$ cat src/rtl/imem_loader.sv
// Boot loader: streams header/words/checksum into instruction memory; write strobe one cycle after each data transfer.
// Backpressure: in_ready is decoded from state only and drops in S_DONE/S_ERR until reload or reset.
module imem_loader #(
  parameter int          DEPTH     = 256,
  parameter logic [31:0] BASE_ADDR = 32'h0000_0000
) (
  input  logic        clk,
  input  logic        reset,
  input  logic        in_valid,
  input  logic [31:0] in_data,
  output logic        in_ready,
  input  logic        reload,
  output logic        imem_we,
  output logic [31:0] imem_addr,
  output logic [31:0] imem_wdata,
  output logic        cpu_reset,
  output logic        load_done,
  output logic        load_error,
  output logic [31:0] words_loaded
);

  typedef enum logic [2:0] {
    S_HDR,
    S_DATA,
    S_CHK,
    S_DONE,
    S_ERR
  } state_t;

  localparam logic [31:0] DEPTH_W = 32'(DEPTH);

  state_t      state;
  logic [31:0] count;
  logic [31:0] csum;
  logic [31:0] ptr;
  logic        xfer;

  assign in_ready = (state == S_HDR) || (state == S_DATA) || (state == S_CHK);
  assign xfer     = in_valid && in_ready;

  always_ff @(posedge clk) begin
    if (reset) begin
      state        <= S_HDR;
      count        <= '0;
      csum         <= '0;
      ptr          <= BASE_ADDR;
      imem_we      <= 1'b0;
      imem_addr    <= BASE_ADDR;
      imem_wdata   <= '0;
      cpu_reset    <= 1'b1;
      load_done    <= 1'b0;
      load_error   <= 1'b0;
      words_loaded <= '0;
    end else begin
      imem_we <= 1'b0;
      case (state)
        S_HDR: begin
          if (xfer) begin
            count        <= in_data;
            csum         <= in_data;
            words_loaded <= '0;
            ptr          <= BASE_ADDR;
            if (in_data > DEPTH_W) begin
              state      <= S_ERR;
              load_error <= 1'b1;
            end else if (in_data == 32'd0) begin
              state <= S_CHK;
            end else begin
              state <= S_DATA;
            end
          end
        end
        S_DATA: begin
          if (xfer) begin
            imem_we      <= 1'b1;
            imem_addr    <= ptr;
            imem_wdata   <= in_data;
            ptr          <= ptr + 32'd4;
            csum         <= csum ^ in_data;
            words_loaded <= words_loaded + 32'd1;
            if (words_loaded + 32'd1 == count) state <= S_CHK;
          end
        end
        S_CHK: begin
          // The checksum word is compared only; it never reaches memory.
          if (xfer) begin
            if (in_data == csum) begin
              state     <= S_DONE;
              load_done <= 1'b1;
              cpu_reset <= 1'b0;
            end else begin
              state      <= S_ERR;
              load_error <= 1'b1;
            end
          end
        end
        S_DONE: begin
          if (reload) begin
            state     <= S_HDR;
            load_done <= 1'b0;
            cpu_reset <= 1'b1;
          end
        end
        S_ERR: begin
          if (reload) begin
            state      <= S_HDR;
            load_error <= 1'b0;
          end
        end
        default: state <= S_HDR;
      endcase
    end
  end

endmodule

$ cat config.mk
export PLATFORM = sky130hd
export DESIGN_NAME = imem_loader
export DESIGN_NICKNAME = d
export VERILOG_FILES = /design/src/rtl/imem_loader.sv
export SDC_FILE = /design/constraint.sdc
export NUM_CORES = 1
export LEC_CHECK = 0
export CAP_MARGIN = 40
export CELL_PAD_IN_SITES_DETAIL_PLACEMENT = 1
export CELL_PAD_IN_SITES_GLOBAL_PLACEMENT = 1
export CORE_MARGIN = 2
export CORE_UTILIZATION = 43
export DETAILED_ROUTE_END_ITERATION = 6
export PLACE_DENSITY_LB_ADDON = 0.12
export SLEW_MARGIN = 30
export SYNTH_ARGS = -nofsm -noshare
export SYNTH_HDL_FRONTEND = slang
export SYNTH_SLANG_ARGS = --single-unit
export TNS_END_PERCENT = 20
$ cat constraint.sdc
create_clock -name clk -period 6.2 [get_ports clk]
set_input_delay 0.93 -clock clk [delete_from_list [all_inputs] [get_ports clk]]
set_output_delay 0.93 -clock clk [all_outputs]
set_load 0.03 [all_outputs]
-- Yosys cells after proc, flatten, opt, wreduce, memory -nomap -nowiden
Cells that the tools add are included.
- $add $sub $neg: 2
- order comparisons: 1
- eq/ne operators: 16
- mux-type cells: 31
- bitwise operators: 2
- reduce and logical (&&, ||, !) cells: 16
- operators with widths (operator ; number):
    case mux 32 bit (2 select lines) ; 3
    2-to-1 mux 32 bit ; 5
    == test 32 bit ; 2
    adder 32 x 1 -> 32 bit, second input constant ; 1
    adder 32 x 3 -> 32 bit, second input constant ; 1
    > comparator 32 x 9 -> 1 bit, second input constant ; 1
    zero test 32 bit ; 1
    bitwise XOR 32 bit ; 1
    2-to-1 mux 3 bit ; 7
    inequality test 2 bit, second input constant ; 6
    case mux 3 bit (4 select lines) ; 1
    2-to-1 mux 1 bit ; 11
    inequality test 2 x 1 -> 1 bit, second input constant ; 4
    == test 3 x 2 -> 1 bit, second input constant ; 2
    AND reduction 6 bit ; 1
    AND reduction 5 bit ; 1
    case mux 1 bit (2 select lines) ; 2
    AND reduction 2 bit ; 2
    AND reduction 4 bit ; 1
    nonzero test 2 bit ; 2
    OR reduction 2 bit ; 2
    == test 3 x 1 -> 1 bit, second input constant ; 1
    == test 3 bit, second input constant ; 1
    zero test 3 bit ; 1
    other kinds (7) ; 8
- flip-flop bits (word level): 199
- input bits: 36
- output and inout port bits: 101
- word-level logic and storage cells: 79

-- Longest topological paths before layout
Gate-level depths: netlist of the first run.
- depth in word-level cells: 6
- mapped depth: 10
- depth with buffers taken out: 9

-- Least setup slack after synthesis of the first run
Ideal clock, no wire load.
- path type: register -> register
- start point: reg words_loaded[2]
- end point: reg state[0]
- library setup time: 0.120 ns
- data arrival time: 2.582 ns
- slack: 3.498 ns
- cell stages (with the launch flop): 11
- buffers on the path: 2
- cells stage by stage: dfxtp_1 > buf_2 > nand4_4 > nor4_2 > buf_4 > mux2i_1 > o221ai_1 > a311oi_1 > nor4b_1 > a311oi_1 > o31a_1
- word-level cells in the longest chain between the ends: 4
- ends and longest elaborated chain (what ; line ; RTL):
    start, declared ; 19 ; output logic [31:0] words_loaded
    start signal, assigned ; 80 ; words_loaded <= words_loaded + 32'd1;
    adder 32 x 1 -> 32 bit ; 81 ; if (words_loaded + 32'd1 == count) state <= S_CHK;
    == test 32 bit ; 81 ;
    inequality test 2 x 1 -> 1 bit (no line) ; -- ;
    AND reduction 5 bit (no line) ; -- ;
    end signal, assigned ; 81 ;
    end signal, assigned ; 88 ; state <= S_DONE;
    end signal, assigned ; 92 ; state <= S_ERR;
    end, declared ; 32 ; state_t state;
No other way between the ends.
A chain may end at the register's enable or synchronous reset.

-- Final worst setup path of the first run
- start point: in in_valid
- end point: reg words_loaded[21]
- word-level cells in the longest chain between the ends: 3
- ends and longest elaborated chain (what ; line ; RTL):
    start, declared ; 9 ; input logic in_valid,
    logical AND 1 bit * ; 39 ; assign xfer = in_valid && in_ready;
    inequality test 2 bit (no line) ; -- ;
    AND reduction 3 bit (no line) * ; -- ;
Every way passes the cells marked *; elsewhere a longest branch is shown, timed or not.

==> results.rst, run 1 <==
.. list-table::
   :header-rows: 1

   * - Metric
     - Value
   * - Relative slew margins
     - 47.96%
   * - Proportion of synthesized area in mux cells
     - under 10%
   * - Antenna violations before repair
     - 0
   * - Initial DRT Pass Iterations
     - 5
   * - Average via count per standard cell
     - 5.646
   * - Later-pin clock latency in the skew report
     - around 0.44 ns
   * - Count of endpoints failing setup in the final report
     - 0
   * - Maximum fanout encountered on the critical timing path
     - 38
   * - Worst R2R Setup Slack
     - 2.92 ns
   * - Number of top-level design ports
     - roughly 140
   * - Critical Path AT
     - ~3.7 ns
   * - Cell area after synthesis
     - 9266 sq um
   * - RSZ-0062 raised after global routing
     - false
   * - Max-Cap Viols
     - 0
   * - Category of the most critical setup path
     - in2reg
   * - Die footprint
     - 22740 sq um
   * - Critical Path RT
     - around 6.5 ns
   * - CTS sink count
     - roughly 200
   * - GPL Wtd Cong
     - 0.8574
   * - Compound-Gate Fraction of Synth Area
     - approximately 16%
   * - DRC violation total after the first TritonRoute iteration
     - 381
   * - Horizontal die dimension
     - around 150 microns
   * - Total number of vias
     - 8673
   * - Worst hold path class
     - reg2reg
   * - Count of cell types in the netlist
     - 61
   * - Async set-or-reset flop fraction in the synthesized netlist
     - 0%
   * - Synthesized flop and latch total
     - 195
   * - Inserted Clock Buffers
     - 17
   * - Final hold violation count
     - 0
   * - CP Launch Type
     - input pin
   * - Max Clock Freq
     - just under 300 MHz
   * - Pin slew with the least headroom to its limit
     - a little under 0.8 ns
   * - Pleak
     - ~4.0 nW
   * - Total non-filler cell area in the finished layout
     - roughly 11000 sq um
   * - Leading register cell type out of synthesis
     - dfxtp_1
   * - Time the final worst path needs with I/O delays and setup
     - 3.350 ns
   * - Total overflow reported by the global router
     - 0
   * - Number of standard cells after synthesis
     - 1155
   * - Setup TNS after final layout
     - 0 ns
   * - Hold Buf Count CTS
     - 0
   * - Initial cell density of the core
     - between 40% and 50%
   * - Fraction of the mapped netlist area in adder cells
     - 0.2701%
   * - Reg-to-reg startpoint
     - words_loaded[0]
   * - Launch point of the worst path
     - in_valid
   * - Final count of pins violating max slew
     - 0
   * - Post-Synth Simple-Gate Area
     - a little under a quarter
   * - Wire length reported by the detailed router
     - ~29000 microns
   * - Count of standard-cell rows
     - 53
   * - CTS tree
     - yes
   * - Launch point of the worst hold path
     - imem_wdata[18]
   * - Proportion of synthesized chip area in sequential cells
     - between 40% and 50%
   * - Worst min-delay path endpoint
     - imem_wdata[18]
   * - Number of standard cells in the final layout excluding fillers
     - 1536
   * - Number of flops mapped to enable cells by yosys
     - 0
   * - Number of instances in the placed design
     - 1504
   * - Reg2reg end
     - state[0]
   * - Gates resized, CTS repair
     - 0
   * - Number of nets in the finished design
     - ~1.3k
   * - Sort of element at the end of the critical path
     - flop
   * - Detailed-route wire length per cell
     - 18.89 microns
   * - Placed cell areas
     - 10810 sq um
   * - Number of buffers inserted by post-CTS setup repair
     - 0
   * - DP HPWL
     - around 20000 microns
   * - Die height
     - about 150 microns
   * - Count of cells along the worst hold path
     - 2
   * - H-tree levels
     - 4
   * - Cell area power density
     - 251.4 nW/um^2
   * - Post-Synthesis Mean Instance Area
     - between 8 and 9 sq um
   * - Clock edge transition at the registers on the reported setup and hold paths
     - 0.08 ns
   * - First-pass GRT wire length
     - between 40000 and 50000 microns
   * - Combined global-route utilization of all metal layers
     - about 26%
   * - Depth of the worst register-to-register path
     - 9
   * - Vias in the first global route
     - 8622
   * - Xor/xnor cell area share of the yosys netlist
     - about a tenth
   * - Part of the cycle the worst path needs
     - 54.04%
   * - Clock root buffer master
     - clkbuf_16
   * - Number of synthesis warnings
     - 0
   * - Synthesis-to-layout area growth
     - 22.93%
   * - Worst-case clock buffer depth
     - 2
   * - Max IR drop VDD
     - around 0.17 mV
   * - Dominant combinational cell family by area after synthesis
     - simple AND/OR/NAND/NOR gates
   * - DRC viols
     - 0
   * - Outcome
     - finished clean
   * - # diodes
     - 0
   * - Count of buffers inserted at the top-level ports
     - 134
   * - Core box area
     - roughly 21000 sq um
   * - Largest net degree at the start of global routing
     - 72
   * - Worst Skew
     - between 0.008 and 0.009 ns
   * - Fraction of final layout cells sized beyond drive strength 1
     - between 5 and 6%
   * - Post-route ant nets
     - 0
[metal layers]
layer | up-vias | track usage (%) | wire length [microns]
met4 | 0 | 8.972 | 745
met2 | 193 | 42.55 | 13930
met3 | 48 | 5.482 | 1307
met5 | - | 0 | 0
li1 | 4172 | - | -
met1 | 4260 | 33.51 | 13030
[power breakdown]
group | internal, W | switching, W | leakage (nW) | total, W
Clock | 0.000548 | 0.000549 | 0.282 | 0.00110
Combinational | 0.000160 | 0.000251 | 2.13 | 0.000412
Sequential | 0.00130 | 0.0000528 | 1.58 | 0.00135
[flip-flops by register name (all words and copies together) (netlist names)]
signal,cells
imem_we,1
state,3
count,32
imem_addr,30
csum,32
cpu_reset,1
words_loaded,32
load_done,1
ptr,30
load_error,1
imem_wdata,32
[worst max-delay path, cell delays in order]
cell	delay [ns]
clkdlybuf4s50_1	0.45
nor3b_2	0.18
buf_4	0.22
nand2_2	0.09
or2_2	0.60
inv_1	0.59
and2_0	0.29
o21ai_0	0.15
o31ai_1	0.09
[cell families (layout without fill, tap and decap cells)]
family,Yosys count,after routing
muxes,37,37
and+or+nand+nor,470,470
adders and majority gates,2,2
buffers and inverters,82,187
xor gates and xnor gates,109,109
AOI/OAI and AO/OA,259,259
other,1,2
DFF,195,195
[synthesized netlist by cell type, types with 4 or more instances]
master / number / area [sq um]
nor2_1: 99 / 371.6
buf_1: 5 / 18.77
xnor2_1: 38 / 332.8
a21oi_1: 110 / 550.5
nor4_1: 18 / 112.6
and3_1: 14 / 87.58
nand3_1: 29 / 145.1
xor2_1: 71 / 621.9
a22oi_1: 34 / 255.2
nand2_1: 236 / 885.9
o21ai_0: 72 / 360.4
or3_1: 5 / 31.28
mux2i_1: 36 / 360.4
nand4_1: 20 / 125.1
o31ai_1: 9 / 67.56
buf_2: 6 / 30.03
dfxtp_1: 195 / 3904
clkbuf_1: 60 / 225.2
and4_1: 6 / 52.55
nor3_1: 11 / 55.05
a21o_1: 6 / 45.04
inv_1: 8 / 30.03
o41ai_1: 4 / 35.03
[worst max path at each step]
stage                        to  slack, ns  cells after the start
2_1_floorplan          state[0]       3.50                     10
3_3_place_gp   words_loaded[21]       2.47                      9
3_5_place_dp   words_loaded[21]       2.39                      9
4_1_cts        words_loaded[21]       2.85                      9
5_1_grt                 ptr[29]       2.55                     10
6_report       words_loaded[21]       2.85                      9
[final cells by class]
type | instances | area, sq um
Timing Repair Buffer | 147 | 1456
Clock inverter | 14 | 146.4
Fill cell | 2517 | 9697
Inverter | 8 | 30.03
Clock buffer | 18 | 439.2
Multi-Input combinational cell | 879 | 5071
Tap cell | 275 | 344.1
Sequential cell | 195 | 3904
[through the flow]
stage	util (%)	setup slack (ns)	hold slack (ns)	total power, W
after detailed placement	51.24	2.392	0.4475	0.001794
after floorplan	-	3.498	0.4437	0.001639
final	54.02	2.850	0.4537	0.002863
after global routing	54.02	2.552	0.4806	0.002980
after global placement	51.06	2.467	0.4427	0.001780
after CTS	54.02	2.846	0.4587	0.002884
[placed cells by master, fill, tap and decap left out, types with 3 or more instances in the layout]
| cell | Yosys | final |
|---|---|---|
| inv_1 | 8 | 8 |
| nor2_2 | 2 | 4 |
| clkdlybuf4s50_1 | 0 | 133 |
| nor4_1 | 18 | 18 |
| buf_4 | 3 | 13 |
| a31oi_1 | 3 | 3 |
| nand3_2 | 3 | 3 |
| nand2_1 | 236 | 235 |
| nor3_1 | 11 | 11 |
| nand3_1 | 29 | 29 |
| nor2_1 | 99 | 96 |
| inv_8 | 0 | 3 |
| and4_1 | 6 | 6 |
| xor2_1 | 71 | 71 |
| a22oi_1 | 34 | 34 |
| inv_6 | 0 | 3 |
| o41ai_1 | 4 | 4 |
| a21oi_1 | 110 | 110 |
| o221ai_1 | 3 | 3 |
| xnor2_1 | 38 | 38 |
| and2_1 | 3 | 3 |
| clkinv_8 | 0 | 3 |
| dfxtp_1 | 195 | 195 |
| or3_1 | 5 | 5 |
| a311oi_1 | 3 | 3 |
| clkbuf_16 | 0 | 17 |
| nand4_1 | 20 | 20 |
| o21ai_0 | 72 | 72 |
| o31ai_1 | 9 | 9 |
| mux2i_1 | 36 | 36 |
| a21o_1 | 6 | 6 |
| and3_1 | 14 | 14 |
Power figures use the tool's default switching activity.
==> run 2: changes to the inputs <==
- CORE_UTILIZATION: 43 -> 36
- clock period: 6.2 -> 2.9 ns (I/O delays scaled with it)
==> run 2 against run 1 <==
  * First-iteration DRC count is 36% higher
  * Sequential power increased by 110%
  * Sequential share of layout area is 2.4 points lower
  * Worst hold slack got worse by 0.099 ns
  * Highest routed layer unchanged
  * Critical endpoint is now state[0]
  * Via count rose by 2.8%
  * Design area rose by 7.6%
  * Core utilization is 5.5 points lower
  * Final cell count up 9.0%
  * Clock power is 130% higher
  * Clock skew up 0.0094 ns
  * Register-to-register slack got worse by 2.8 ns
  * Global-route usage fell by 2.0 points
==> results.rst, run 2 (synthesized netlist as in run 1, its figures left out) <==
.. list-table::
   :header-rows: 1

   * - Metric
     - Value
   * - Outcome
     - finished clean
   * - Inserted Clock Buffers
     - 17
   * - Worst hold path class
     - in2reg
   * - Average via count per standard cell
     - between 5 and 6
   * - First-pass GRT wire length
     - slightly above 50000 microns
   * - Number of instances in the placed design
     - between 1.5k and 2k
   * - Later-pin clock latency in the skew report
     - roughly 0.45 ns
   * - Count of buffers inserted at the top-level ports
     - approximately 130
   * - Clock root buffer master
     - clkbuf_16
   * - DP HPWL
     - 22740 microns
   * - Wire length reported by the detailed router
     - approximately 31000 microns
   * - Horizontal die dimension
     - about 160 microns
   * - Worst Setup Slack, final
     - 0.1467 ns
   * - Number of standard cells in the final layout excluding fillers
     - between 1.5k and 2k
   * - CP Launch Type
     - flop
   * - Sort of element at the end of the critical path
     - flop
   * - Worst min-delay path endpoint
     - csum[0]
   * - # diodes
     - 0
   * - Post-route ant nets
     - 0
   * - Number of nets in the finished design
     - between 1k and 1.5k
   * - GPL Wtd Cong
     - about 0.88
   * - Reg2reg end
     - state[0]
   * - Met1 Wirelength
     - between 10000 and 15000 microns
   * - Critical Path AT
     - just over 3 ns
   * - Final hold violation count
     - 0
   * - Launch point of the worst hold path
     - reset
   * - Longest individual stage delay on the worst path
     - around 0.44 ns
   * - Ordered list of cells on the worst path
     - nand4_4 -> buf_4 -> or3_1 -> nor3_2 -> xnor2_1 -> o221ai_1 -> nor4_4 -> a311oi_2 -> o31a_1
   * - Core box area
     - ~25000 sq um
   * - Hold Buf Count CTS
     - 0
   * - Critical Path RT
     - between 3 and 4 ns
   * - Largest net degree at the start of global routing
     - 65
   * - Worst R2R Setup Slack
     - around 0.15 ns
   * - Depth of the worst register-to-register path
     - 9
   * - Part of the cycle the worst path needs
     - a little over nine tenths
   * - Vias in the first global route
     - between 9k and 10k
   * - Clock edge transition at the registers on the reported setup and hold paths
     - 0.08 ns
   * - Antenna violations before repair
     - 0
   * - Category of the most critical setup path
     - reg2reg
   * - Detailed-route wire length per cell
     - between 15 and 20 microns
   * - Initial cell density of the core
     - 36.69%
   * - Leading cell type in the layout, fill and taps excluded
     - nand2_1
   * - Pin slew with the least headroom to its limit
     - between 0.7 and 0.8 ns
   * - Pleak
     - about 4.5 nW
   * - Combined global-route utilization of all metal layers
     - about a quarter
   * - Total overflow reported by the global router
     - 0
   * - Minimum setup slack after placement
     - -0.07111 ns
   * - DRC violation total after the first TritonRoute iteration
     - 520
   * - Top routing layer in use
     - met4
   * - Time the final worst path needs with I/O delays and setup
     - ~2.8 ns
   * - Count of endpoints failing setup in the final report
     - 0
   * - Finished Core Util
     - roughly 49%
   * - DRC viols
     - 0
   * - Total number of vias
     - 8920
   * - Slowest stage cell on the critical path
     - dfxtp_1
   * - Met2 Wirelength
     - between 10000 and 15000 microns
   * - H-tree levels
     - 4
   * - Die height
     - between 150 and 200 microns
   * - Count of standard-cell rows
     - 58
   * - Synthesis-to-layout area growth
     - 32.31%
   * - Relative slew margins
     - between 50% and 60%
   * - Max Clock Freq
     - 363.2 MHz
   * - Number of top-level design ports
     - around 140
   * - Maximum fanout encountered on the critical timing path
     - 4
   * - Worst Skew
     - 0.01832 ns
   * - Max IR drop VDD
     - around 0.35 mV
   * - Max-Cap Viols
     - 0
   * - Highest-count cells in the layout ignoring fill and taps
     - 235 x nand2_1, 191 x dfxtp_1, 133 x clkdlybuf4s50_1, 110 x a21oi_1, 96 x nor2_1
   * - Cell area power density
     - around 520 nW/um^2
   * - Count of cells along the worst hold path
     - 2
   * - Initial DRT Pass Iterations
     - 4
   * - Routed met3 length
     - 1267 microns
   * - Final count of pins violating max slew
     - 0
   * - Buffering stage count on the worst path with inverters included
     - 1
   * - CTS sink count
     - about 200
   * - Cell class contributing the biggest share of worst-path delay
     - simple AND/OR/NAND/NOR gates
   * - Die footprint
     - about 27000 sq um
   * - CTS tree
     - yes
   * - Fraction of final layout cells sized beyond drive strength 1
     - 12.20%
   * - Worst-case clock buffer depth
     - 2
   * - Reg-to-reg startpoint
     - words_loaded[2]
run 2: cell count changes in the layout (fill, tap and decap cells not counted), moves of 2 or more:
cell / change
inv_12: +2
nand3_1: -2
buf_12: +4
dfxtp_1: -4
buf_4: +79
inv_6: -2
dfxtp_2: +4
run 2: per-stage QoR:
| stage | area [sq um] | hold slack [ns] | power (W) | setup TNS, ns |
|---|---|---|---|---|
| 6_report | 12260 | 0.3544 | 0.006434 | 0 |
| 3_5_place_dp | 11520 | 0.4481 | 0.003912 | -0.09035 |
| 2_1_floorplan | 9270 | 0.4437 | 0.003504 | 0 |
| 4_1_cts | 12170 | 0.3433 | 0.006484 | 0 |
| 5_1_grt | 12260 | 0.3688 | 0.006710 | -0.01707 |
| 3_3_place_gp | 11490 | 0.4421 | 0.003889 | 0 |
run 2: power by group:
group | internal [W] | leakage (nW) | switching, W
Sequential | 0.00278 | 1.58 | 0.000113
Clock | 0.00128 | 0.309 | 0.00128
Combinational | 0.000402 | 2.58 | 0.000573
run 2: worst max-delay path by stage:
stage | from | end | slack [ns] | cells past startpoint
floorplan | words_loaded[2] | state[0] | 0.20 | 10
detailed placement | in_data[13] | load_error | -0.07 | 10
global placement | in_data[13] | load_error | 0.008 | 10
finish | words_loaded[2] | state[0] | 0.15 | 9
global route | words_loaded[7] | state[0] | -0.02 | 9
CTS | words_loaded[1] | state[0] | 0.02 | 11
run 2: final cells by class:
class	instances	area [sq um]
flip-flops and latches	195	3909
repair buffers	230	2130
clock inverters	15	217.7
clock buffers	17	425.4
multi-input cells	879	5136
well taps	330	412.9
inverters	8	30.03
fillers	3003	12990
run 2: per-layer routing:
layer,vias to the layer above,global-route usage [%]
met2,181,38.87
met4,0,6.719
met1,4371,32.66
met3,29,3.742
met5,-,0
li1,4339,-
run 2: repair_timing:
item	in CTS	in global routing
gates resized for setup	2	14
pin swaps	0	6
setup buffers	0	2
setup endpoints to repair	1	1
==> run 3: changes to the inputs <==
- HOLD_SLACK_MARGIN: not set -> 0.05
==> results of run 3 <==
Same layout as run 2: the final DEF is identical, and so are final timing and power.
